--- config.mk ---
export PLATFORM = sky130hd
export DESIGN_NAME = text_cursor_writer
export DESIGN_NICKNAME = d
export VERILOG_FILES = /design/src/rtl/text_term_pkg.sv /design/src/rtl/text_clear_sequencer.sv /design/src/rtl/text_cursor_writer.sv
export SDC_FILE = /design/constraint.sdc
export NUM_CORES = 1
export LEC_CHECK = 0
export CAP_MARGIN = 20
export CORE_AREA = 2 2 86 129
export CTS_CLUSTER_DIAMETER = 200
export DETAILED_ROUTE_END_ITERATION = 10
export DIE_AREA = 0 0 88 131
export PLACE_DENSITY = 0.85
export SETUP_SLACK_MARGIN = 0.4
export SLEW_MARGIN = 0
export SYNTH_ARGS = -nofsm -noshare
export SYNTH_HDL_FRONTEND = slang
export SYNTH_SLANG_ARGS = --single-unit
export TNS_END_PERCENT = 30
--- constraint.sdc ---
create_clock -name i_Clk -period 3.4 [get_ports i_Clk]
set_input_delay 0.51 -clock i_Clk [delete_from_list [all_inputs] [get_ports i_Clk]]
set_output_delay 0.51 -clock i_Clk [all_outputs]
set_load 0.05 [all_outputs]
--- src/rtl/text_term_pkg.sv ---
// Shared types and character constants for the
// UART-to-text-buffer terminal writer.
package text_term_pkg;

  localparam logic [7:0] CHAR_CR        = 8'h0D;
  localparam logic [7:0] CHAR_LF        = 8'h0A;
  localparam logic [7:0] CHAR_BS        = 8'h08;
  localparam logic [7:0] CHAR_FF        = 8'h0C;
  localparam logic [7:0] CHAR_PRINT_LO  = 8'h20;
  localparam logic [7:0] CHAR_PRINT_HI  = 8'h7E;
  localparam logic [7:0] BLANK_CHAR_DEF = 8'h20;

  localparam int COL_W = 7;
  localparam int ROW_W = 5;

  localparam logic [2:0] S_IDLE     = 3'd0;
  localparam logic [2:0] S_DECODE   = 3'd1;
  localparam logic [2:0] S_WRITE    = 3'd2;
  localparam logic [2:0] S_CLEAR    = 3'd3;
  localparam logic [2:0] S_RELEASE  = 3'd4;
  localparam logic [2:0] S_WAIT_LOW = 3'd5;

  typedef enum logic [2:0] {
    ST_IDLE     = S_IDLE,
    ST_DECODE   = S_DECODE,
    ST_WRITE    = S_WRITE,
    ST_CLEAR    = S_CLEAR,
    ST_RELEASE  = S_RELEASE,
    ST_WAIT_LOW = S_WAIT_LOW
  } state_t;

  typedef enum logic [2:0] {
    CLS_PRINT,
    CLS_CR,
    CLS_LF,
    CLS_BS,
    CLS_FF,
    CLS_OTHER
  } char_class_t;

  typedef struct packed {
    logic [COL_W-1:0] col;
    logic [ROW_W-1:0] row;
  } cursor_t;

  function automatic char_class_t classify(
    input logic [7:0] b
  );
    char_class_t c;
    unique case (1'b1)
      (b >= CHAR_PRINT_LO) &&
      (b <= CHAR_PRINT_HI): c = CLS_PRINT;
      (b == CHAR_CR):       c = CLS_CR;
      (b == CHAR_LF):       c = CLS_LF;
      (b == CHAR_BS):       c = CLS_BS;
      (b == CHAR_FF):       c = CLS_FF;
      default:              c = CLS_OTHER;
    endcase
    return c;
  endfunction

endpackage

--- src/rtl/text_clear_sequencer.sv ---
// Walks an ascending address range, one blank write
// per cycle, and flags the last write with done.
module text_clear_sequencer #(
  parameter int ADDR_WIDTH = 12
) (
  input  logic                  i_Clk,
  input  logic                  i_Reset,
  input  logic                  start,
  input  logic [ADDR_WIDTH-1:0] start_addr,
  input  logic [ADDR_WIDTH:0]   count,
  output logic [ADDR_WIDTH-1:0] addr,
  output logic                  we,
  output logic                  done
);

  localparam logic [ADDR_WIDTH:0] ONE =
    (ADDR_WIDTH+1)'(1);
  localparam logic [ADDR_WIDTH-1:0] STEP =
    ADDR_WIDTH'(1);

  logic                  active;
  logic [ADDR_WIDTH:0]   left;
  logic [ADDR_WIDTH-1:0] cur;

  always_ff @(posedge i_Clk) begin
    if (i_Reset) begin
      active <= 1'b0;
      left   <= '0;
      cur    <= '0;
    end else if (start) begin
      active <= (count != '0);
      left   <= count;
      cur    <= start_addr;
    end else if (active) begin
      cur  <= cur + STEP;
      left <= left - ONE;
      if (left == ONE) active <= 1'b0;
    end
  end

  assign addr = cur;
  assign we   = active;
  assign done = active && (left == ONE);

endmodule

--- src/rtl/text_cursor_writer.sv ---
// Terminal-style byte writer: tracks a cursor and
// drives the text-buffer RAM write port.
module text_cursor_writer
  import text_term_pkg::*;
#(
  parameter int          COLS       = 80,
  parameter int          ROWS       = 30,
  parameter int          ADDR_WIDTH = 12,
  parameter logic [7:0]  BLANK_CHAR = BLANK_CHAR_DEF
) (
  input  logic                  i_Clk,
  input  logic                  i_Reset,
  input  logic [7:0]            i_Byte,
  input  logic                  i_Byte_Ready,
  output logic                  o_Release,
  output logic [ADDR_WIDTH-1:0] o_RAM_Addr,
  output logic [7:0]            o_RAM_Data,
  output logic                  o_RAM_WE,
  output logic [6:0]            o_Cursor_Col,
  output logic [4:0]            o_Cursor_Row,
  output logic                  o_Busy
);

  localparam logic [COL_W-1:0] LAST_COL =
    COL_W'(COLS-1);
  localparam logic [ROW_W-1:0] LAST_ROW =
    ROW_W'(ROWS-1);
  localparam logic [ADDR_WIDTH:0] ROW_CNT =
    (ADDR_WIDTH+1)'(COLS);
  localparam logic [ADDR_WIDTH:0] SCR_CNT =
    (ADDR_WIDTH+1)'(COLS*ROWS);

  function automatic logic [ADDR_WIDTH-1:0] addr_of(
    input logic [ROW_W-1:0] r,
    input logic [COL_W-1:0] c
  );
    return ADDR_WIDTH'(r) * ADDR_WIDTH'(COLS)
         + ADDR_WIDTH'(c);
  endfunction

  state_t state, state_d;

  logic [7:0]            byte_q;
  cursor_t               cur, nxt_q;
  logic [ADDR_WIDTH-1:0] wr_addr_q;
  logic [7:0]            wr_data_q;
  logic                  clr_after_q;
  logic [ADDR_WIDTH-1:0] clr_start_q;
  logic [ADDR_WIDTH:0]   clr_count_q;

  cursor_t               dec_cur;
  logic [ADDR_WIDTH-1:0] dec_wr_addr;
  logic [7:0]            dec_wr_data;
  logic                  dec_clr_after;
  logic [ADDR_WIDTH-1:0] dec_clr_start;
  logic [ADDR_WIDTH:0]   dec_clr_count;
  state_t                dec_next;
  logic [ROW_W-1:0]      row_inc;

  logic                  seq_start;
  logic [ADDR_WIDTH-1:0] seq_start_addr;
  logic [ADDR_WIDTH:0]   seq_count;
  logic [ADDR_WIDTH-1:0] seq_addr;
  logic                  seq_we;
  logic                  seq_done;

  assign row_inc = (cur.row == LAST_ROW) ?
    '0 : cur.row + ROW_W'(1);

  always_comb begin
    dec_cur       = cur;
    dec_wr_addr   = addr_of(cur.row, cur.col);
    dec_wr_data   = byte_q;
    dec_clr_after = 1'b0;
    dec_clr_start = addr_of(row_inc, '0);
    dec_clr_count = ROW_CNT;
    dec_next      = ST_RELEASE;
    unique case (classify(byte_q))
      CLS_PRINT: begin
        dec_next = ST_WRITE;
        if (cur.col == LAST_COL) begin
          dec_cur.col   = '0;
          dec_cur.row   = row_inc;
          dec_clr_after = 1'b1;
        end else begin
          dec_cur.col = cur.col + COL_W'(1);
        end
      end
      CLS_CR: dec_cur.col = '0;
      CLS_LF: begin
        dec_cur.row = row_inc;
        dec_next    = ST_CLEAR;
      end
      CLS_BS: begin
        if (cur.col != '0) begin
          dec_cur.col = cur.col - COL_W'(1);
          dec_wr_addr =
            addr_of(cur.row, cur.col - COL_W'(1));
          dec_wr_data = BLANK_CHAR;
          dec_next    = ST_WRITE;
        end
      end
      CLS_FF: begin
        dec_cur       = '0;
        dec_clr_start = '0;
        dec_clr_count = SCR_CNT;
        dec_next      = ST_CLEAR;
      end
      default: ;
    endcase
  end

  always_comb begin
    state_d   = state;
    seq_start = 1'b0;
    unique case (state)
      ST_IDLE:
        if (i_Byte_Ready) state_d = ST_DECODE;
      ST_DECODE: begin
        state_d   = dec_next;
        seq_start = (dec_next == ST_CLEAR);
      end
      ST_WRITE: begin
        if (clr_after_q) begin
          state_d   = ST_CLEAR;
          seq_start = 1'b1;
        end else begin
          state_d = ST_RELEASE;
        end
      end
      ST_CLEAR:
        if (seq_done) state_d = ST_RELEASE;
      ST_RELEASE:
        state_d = ST_WAIT_LOW;
      ST_WAIT_LOW:
        if (!i_Byte_Ready) state_d = ST_IDLE;
      default:
        state_d = ST_IDLE;
    endcase
  end

  // A clear launched straight from DECODE has not been registered yet
  assign seq_start_addr = (state == ST_DECODE) ?
    dec_clr_start : clr_start_q;
  assign seq_count = (state == ST_DECODE) ?
    dec_clr_count : clr_count_q;

  always_ff @(posedge i_Clk) begin
    if (i_Reset) begin
      state       <= ST_IDLE;
      byte_q      <= '0;
      cur         <= '0;
      nxt_q       <= '0;
      wr_addr_q   <= '0;
      wr_data_q   <= '0;
      clr_after_q <= 1'b0;
      clr_start_q <= '0;
      clr_count_q <= '0;
    end else begin
      state <= state_d;
      if (state == ST_IDLE && i_Byte_Ready)
        byte_q <= i_Byte;
      if (state == ST_DECODE) begin
        nxt_q       <= dec_cur;
        wr_addr_q   <= dec_wr_addr;
        wr_data_q   <= dec_wr_data;
        clr_after_q <= dec_clr_after;
        clr_start_q <= dec_clr_start;
        clr_count_q <= dec_clr_count;
      end
      if (state_d == ST_RELEASE &&
          state != ST_RELEASE)
        cur <= (state == ST_DECODE) ?
          dec_cur : nxt_q;
    end
  end

  text_clear_sequencer #(
    .ADDR_WIDTH(ADDR_WIDTH)
  ) u_clear (
    .i_Clk      (i_Clk),
    .i_Reset    (i_Reset),
    .start      (seq_start),
    .start_addr (seq_start_addr),
    .count      (seq_count),
    .addr       (seq_addr),
    .we         (seq_we),
    .done       (seq_done)
  );

  always_comb begin
    o_RAM_WE   = 1'b0;
    o_RAM_Addr = '0;
    o_RAM_Data = '0;
    if (state == ST_WRITE) begin
      o_RAM_WE   = 1'b1;
      o_RAM_Addr = wr_addr_q;
      o_RAM_Data = wr_data_q;
    end else if (state == ST_CLEAR) begin
      o_RAM_WE   = seq_we;
      o_RAM_Addr = seq_addr;
      o_RAM_Data = BLANK_CHAR;
    end
  end

  assign o_Release    = (state == ST_RELEASE);
  assign o_Busy       = (state != ST_IDLE);
  assign o_Cursor_Col = cur.col;
  assign o_Cursor_Row = cur.row;

endmodule
==> results of run 1 <==
[final cells by class]
type	instances	area [µm²]
clock buffer	10	239
clock inverter	5	60.1
fill	868	3640
inverter	19	71.3
multi-input combinational	549	3580
sequential	107	2150
tap	144	180
timing repair buffer	58	493
[worst paths after layout]
kind | start | to | cells past startpoint
worst max-delay path | byte_q[2] | o_Cursor_Col[4] | 6
worst max register to register | byte_q[2] | o_Cursor_Col[4] | 6
worst min register to register | wr_data_q[2] | wr_data_q[2] | 2
worst min-delay path | wr_data_q[2] | wr_data_q[2] | 2
[stage by stage]
stage / cells / setup slack, ns
detailed placement: 876 / 0.345
finish: 892 / 0.492
global route: 892 / 0.396
CTS: 891 / 0.318
global placement: 876 / 0.506
floorplan: 725 / 0.238
[routing by layer]
layer | vias up | part of all wire, % | GRT usage [%]
li1 | 2663 | - | -
met1 | 2654 | 41 | 33.7
met2 | 196 | 52 | 51.6
met3 | 48 | 4.3 | 4.02
met4 | 0 | 3.6 | 13.0
met5 | - | 0 | 0
[flip-flops by register name (all words and copies together) (netlist names), 5 cells and up]
register	count
byte_q	8
u_clear.addr	12
nxt_q	12
o_Cursor_Col	7
wr_addr_q	12
clr_start_q	12
o_Cursor_Row	5
u_clear.left	13
wr_data_q	8
clr_count_q	13
[cells in the mapped netlist (4+ instances only)]
cell / instances
a211o_1: 4
a211oi_1: 15
a211oi_2: 5
a21o_1: 11
a21oi_1: 60
a22o_1: 12
a22oi_1: 4
a311oi_1: 4
a31oi_1: 7
and2_1: 11
and3_1: 20
buf_1: 5
clkbuf_1: 39
dfxtp_1: 107
fa_1: 4
ha_1: 25
inv_1: 18
nand2_1: 80
nand2b_1: 4
nand3_1: 21
nand4_1: 6
nor2_1: 72
nor2b_1: 9
nor3_1: 16
nor3b_1: 4
nor4_1: 9
nor4b_1: 5
o211ai_1: 5
o21ai_0: 15
o22ai_1: 13
o31ai_1: 5
or3_1: 4
xnor2_1: 24
xor2_1: 14
[repair_timing]
action | 4_1_cts | 5_1_grt
resized for setup | 1 | 9
endpoints found under the setup margin | 3 | 19
buffers inserted | 0 | 1
[cells by family after synthesis]
kind of cell,count (synthesis),share of synthesized area (%)
AOI/OAI and AO/OA,194,22.5
and+or+nand+nor,285,24.2
xor gates and xnor gates,38,5.57
DFF,107,35.9
adders and majority gates,29,6.58
buffers and inverters,69,4.78
muxes,3,0.524
[placed cells by master, fill, tap and decap left out, types with 4 or more instances in the layout]
cell type	n
a22oi_1	4
o21ai_0	14
a21o_1	11
nand2b_1	4
a31oi_1	7
or3_1	4
a211o_1	4
o211ai_1	5
xnor2_1	24
inv_1	18
clkdlybuf4s50_1	24
nor4b_1	5
o31ai_1	5
buf_4	33
nor2_1	72
nor4_1	9
a211oi_2	5
a311oi_1	4
nor2b_1	9
a22o_1	12
a211oi_1	15
nand4_1	6
o22ai_1	13
and2_1	11
nand2_1	80
nand3_1	20
and3_1	20
nor3_1	16
fa_1	4
dfxtp_1	104
xor2_1	14
ha_1	24
a21oi_1	60
clkbuf_16	9
[report_power, final]
group          internal, mW  leakage [nW]  switching, mW
logic                 0.559          1.64          0.970
clock network         0.591         0.145          0.471
registers              1.38         0.870          0.182
[worst min-delay path: cells and delay by family, from the launching register on]
family	cells	cell delay [ns]
AOI/OAI and AO/OA	1	0.05
DFF	1	0.31
and+or+nand+nor	1	0.05
==> results_dict.tcl, run 1 <==
set metrics [dict create \
    io_buffers 45 \
    maxCapViolCount 0 \
    grt_usage_pct 28.9 \
    grt_pass1_wl_um 26100 \
    path_class "reg2reg" \
    async_reset_ff_share_pct 0 \
    cts_buffer_depth 2 \
    worstSetupEndpointType "flop" \
    fin_crit_ns 2.91 \
    grt_pass1_vias 5443 \
    cts_hold_buf 0 \
    cts_made_buffers 9 \
    worstPathRequired_ns 3.64 \
    die-area_um2 11500 \
    cp_common_cell "nor3_1" \
    grt_max_degree 50 \
    drive_above_1_share_pct 10.0 \
    whs_ns 0.459 \
    yosys.area.top_type "dfxtp_1" \
    yosys-top-cells-area "dfxtp_1, ha_1, a21oi_1" \
    drv_slew 0 \
    synth_seq_cells 107 \
    num_antenna_cells 0 \
    synth_area_um2 5970 \
    hpwl_um 11600 \
    routabilityCongestion 0.913 \
    fin_crit_sh_pct 85.5 \
    finalPower_mw 4.16 \
    drt_pass1_iterations 5 \
    setup.worst_path.start_class "flop" \
    setup_viol 0 \
    final_area_um2 6780 \
    path_buf_inv 0 \
    avgRoutedWirePerCell_um 18.4 \
    antenna_found_initial 0 \
    rsz0062_at_grt "true" \
    r2r_slack_ns 0.49 \
    synth.distinct_cells 74 \
    drcViolationCount 0 \
    core_area_um2 10400 \
    yosysWarnings 0 \
    yosys.area.top_type_share_pct 35.9 \
    tightest_slew_ns 0.926 \
    max_freq_ghz 0.344 \
    core.rowCount 46 \
    synth_cells 725 \
    cts.reportedPaths.clkPinSlew_ns 0.07 \
    clk-insertion-delay-late_ns 0.35 \
    critical_path.slowest_cell "dfxtp_1" \
    p_leak_nw 2.65 \
    peakVddDrop_mv 0.466 \
    layout.nets 784 \
    drt_iter0_drc 357 \
    final_util_pct 65.0 \
    io_pins 46 \
    fin_worst_skew_ns 0.00365 \
    area_growth_pct 13.5 \
    die_w_um 88 \
    yosysSeqAreaShare_pct 35.9 \
    setup_tns_ns 0 \
    hold_violations 0 \
    die_y_um 131 \
    cp_cell_sequence "nand3_1 -> o21ai_1 -> nor3_1 -> a2111oi_0 -> nor3_1 -> mux2_2" \
    place_area_um2 6430 \
    cts_sinks 107 \
    hp-class "reg2reg" \
    outcome "finished clean" \
    vias_per_cell 6.23 \
    h-tree-depth 3 \
    power.density_nw_per_um2 614 \
    syn_area_per_cell_um2 8.24 \
    cpLargestDelayFamily "compound AO/OA/AOI/OAI gates" \
    slowest_delay_ns 0.67 \
    synth-edff-count 0 \
    postRouteAntennaNets 0 \
    cts-root-buf "clkbuf_16" \
    wirelength_um 16400 \
    grt_overflow 0 \
    worstPathMaxFanout 12 \
    synth_ff_type "dfxtp_1" \
    vias 5561 \
    relSlewSlack_pct 37.4 \
    arrival_ns 3.15 \
    start_util_pct 57.3 \
    syn_nets 765 \
    cts_tree "yes" \
]
Note: power is estimated with default switching activity, not from simulation.
==> inputs of run 2 (changes only) <==
- CORE_AREA: 2 2 86 129 -> 2 2 90 136
- DIE_AREA: 0 0 88 131 -> 0 0 92 138
- PLACE_DENSITY: 0.85 -> 0.81
- clock period: 3.4 -> 2.4 ns (I/O delays scaled with it)
==> run 2 against run 1 <==
The run now ends with setup timing left. Sequential power grew 41%. Clock-buffer cell count is the same. Total power grew 81%. Setup slack lost 0.76 ns. Hold slack lost 0.0082 ns. Clock skew grew 0.0047 ns. Maximum frequency grew 9.0%. Utilization grew 12 points. Wire length grew 43%.
==> results_dict.tcl, run 2 (synthesis gave the netlist of run 1 again) <==
set metrics [dict create \
    outcome "complete, but fails checks" \
    violations "setup timing" \
    p_leak_nw 3.49 \
    setup.worst_path.start_class "flop" \
    routabilityCongestion 0.954 \
    p_sw_share_pct 41.1 \
    cts_hold_buf 0 \
    layout.nets 879 \
    cp_cell_sequence "inv_4 -> ha_4 -> nor3b_4 -> xor2_1 -> ha_2 -> a21o_1 -> a21oi_1 -> and3_1 -> a21o_1 -> or4_1 -> a31oi_1" \
    avgRoutedWirePerCell_um 23.5 \
    final_cell_mix "dfxtp_1, buf_4, nand2_1" \
    wirelength_um 23400 \
    drv_slew 0 \
    cts_made_buffers 9 \
    worstPathMaxFanout 4 \
    timing.rr.start "o_Cursor_Col[0]" \
    h-tree-depth 3 \
    cts-root-buf "clkbuf_16" \
    r2r-end "wr_addr_q[11]" \
    critical_path.slowest_cell "or4_1" \
    path_buf_inv 1 \
    antenna_found_initial 0 \
    cpLargestDelayFamily "simple AND/OR/NAND/NOR gates" \
    stdcell_count 997 \
    final_area_um2 8960 \
    worst_slack_ns -0.267 \
    power.density_nw_per_um2 841 \
    path_class "reg2reg" \
    internal_power_mw 4.44 \
    vias 6705 \
    core_area_um2 11600 \
    io_pins 46 \
    place_area_um2 7310 \
    die_w_um 92 \
    io_buffers 45 \
    max_freq_ghz 0.375 \
    die-area_um2 12700 \
    hp-class "in2reg" \
    place_ws_ns -0.0957 \
    setup_viol 9 \
    cts_buffer_depth 2 \
    drive_above_1_share_pct 39.7 \
    whs_path_depth 2 \
    hold_violations 0 \
    min_from "i_Reset" \
    relSlewSlack_pct 65.5 \
    drcViolationCount 0 \
    hpwl_um 12600 \
    die_y_um 138 \
    grt_max_degree 31 \
    slowest_delay_ns 0.47 \
    grt_overflow 0 \
    pwr-share-clk_pct 20.3 \
    place_inst 945 \
    maxCapViolCount 0 \
    setup_tns_ns -0.925 \
    cts.reportedPaths.clkPinSlew_ns 0.08 \
    final_common_cell "dfxtp_1" \
    postRouteAntennaNets 0 \
    reg2regPathDepth 11 \
    top_regs "clr_count_q (13), u_clear.left (13)" \
    arrival_ns 2.96 \
    worstSetupEndpointType "flop" \
    peakVddDrop_mv 0.736 \
    hold_end "nxt_q[7]" \
    grt_usage_pct 33.5 \
    drt_iter0_drc 684 \
    r2r_slack_ns -0.27 \
    combPwrFrac_pct 50.3 \
    fin_crit_ns 2.67 \
    start_util_pct 51.3 \
    p_seq_share_pct 29.3 \
    area_growth_pct 50.0 \
    num_antenna_cells 0 \
    cts_sinks 107 \
    final_util_pct 76.9 \
    whs_ns 0.451 \
    drt_pass1_iterations 5 \
    fin_crit_sh_pct 111 \
    p_sw_mw 3.10 \
    clk-insertion-delay-late_ns 0.37 \
    cp_common_cell "a21o_1" \
    seq_area_um2 2190 \
    multiInputGateArea_um2 4570 \
    grt_pass1_wl_um 34200 \
    rsz0062_at_grt "true" \
    core.rowCount 49 \
    finalPower_mw 7.53 \
    cts_tree "yes" \
    grt_pass1_vias 6661 \
    fillers 682 \
    worstPathRequired_ns 2.70 \
    tightest_slew_ns 0.511 \
    fin_worst_skew_ns 0.00835 \
    vias_per_cell 6.73 \
]
## run 2: layer usage
layer	GRT usage (%)	vias to the layer above	part of all wire (%)
met1	36.8	3146	34
met5	0	-	0
met4	21.0	0	8.2
met3	6.32	183	7.9
met2	58.4	522	50
li1	-	2854	-
## run 2: timing repair
action,4_1_cts,5_1_grt
hold endpoints to repair,0,0
resized for setup,157,76
pin swaps,74,82
setup buffers,23,9
setup endpoints to repair,93,89
cloned,4,0
## run 2: power by group through the flow
stage               clock, mW  sequential, mW  combinational (mW)
floorplan                   0            2.26                1.59
global placement            0            2.17                2.50
detailed placement          0            2.18                2.57
CTS                      1.51            2.17                3.24
global route             1.60            2.22                3.95
finish                   1.53            2.21                3.79
## run 2: area by class of cell
class / count / share of cell area (%)
multi-input cells: 550 / 51.0
flip-flops and latches: 107 / 24.5
repair buffers: 152 / 18.2
clock buffers: 10 / 2.56
well taps: 153 / 2.14
inverters: 19 / 0.880
clock inverters: 6 / 0.740
## run 2: worst max path at each step
stage,from,to,cells after the start
3_3_place_gp,i_Byte_Ready,o_Cursor_Col[4],6
3_5_place_dp,i_Byte_Ready,o_Cursor_Col[4],6
6_report,o_Cursor_Col[0],wr_addr_q[11],11
4_1_cts,o_Cursor_Col[0],wr_addr_q[11],11
2_1_floorplan,o_Cursor_Col[0],wr_addr_q[11],13
5_1_grt,o_Cursor_Col[0],wr_addr_q[11],11
==> inputs of run 3 (changes only) <==
- CAP_MARGIN: 20 -> not set
- CTS_CLUSTER_SIZE: not set -> 16
- HOLD_SLACK_MARGIN: not set -> 0.12
==> results of run 3 <==
Final layout, timing and power as in run 2 (identical DEF).
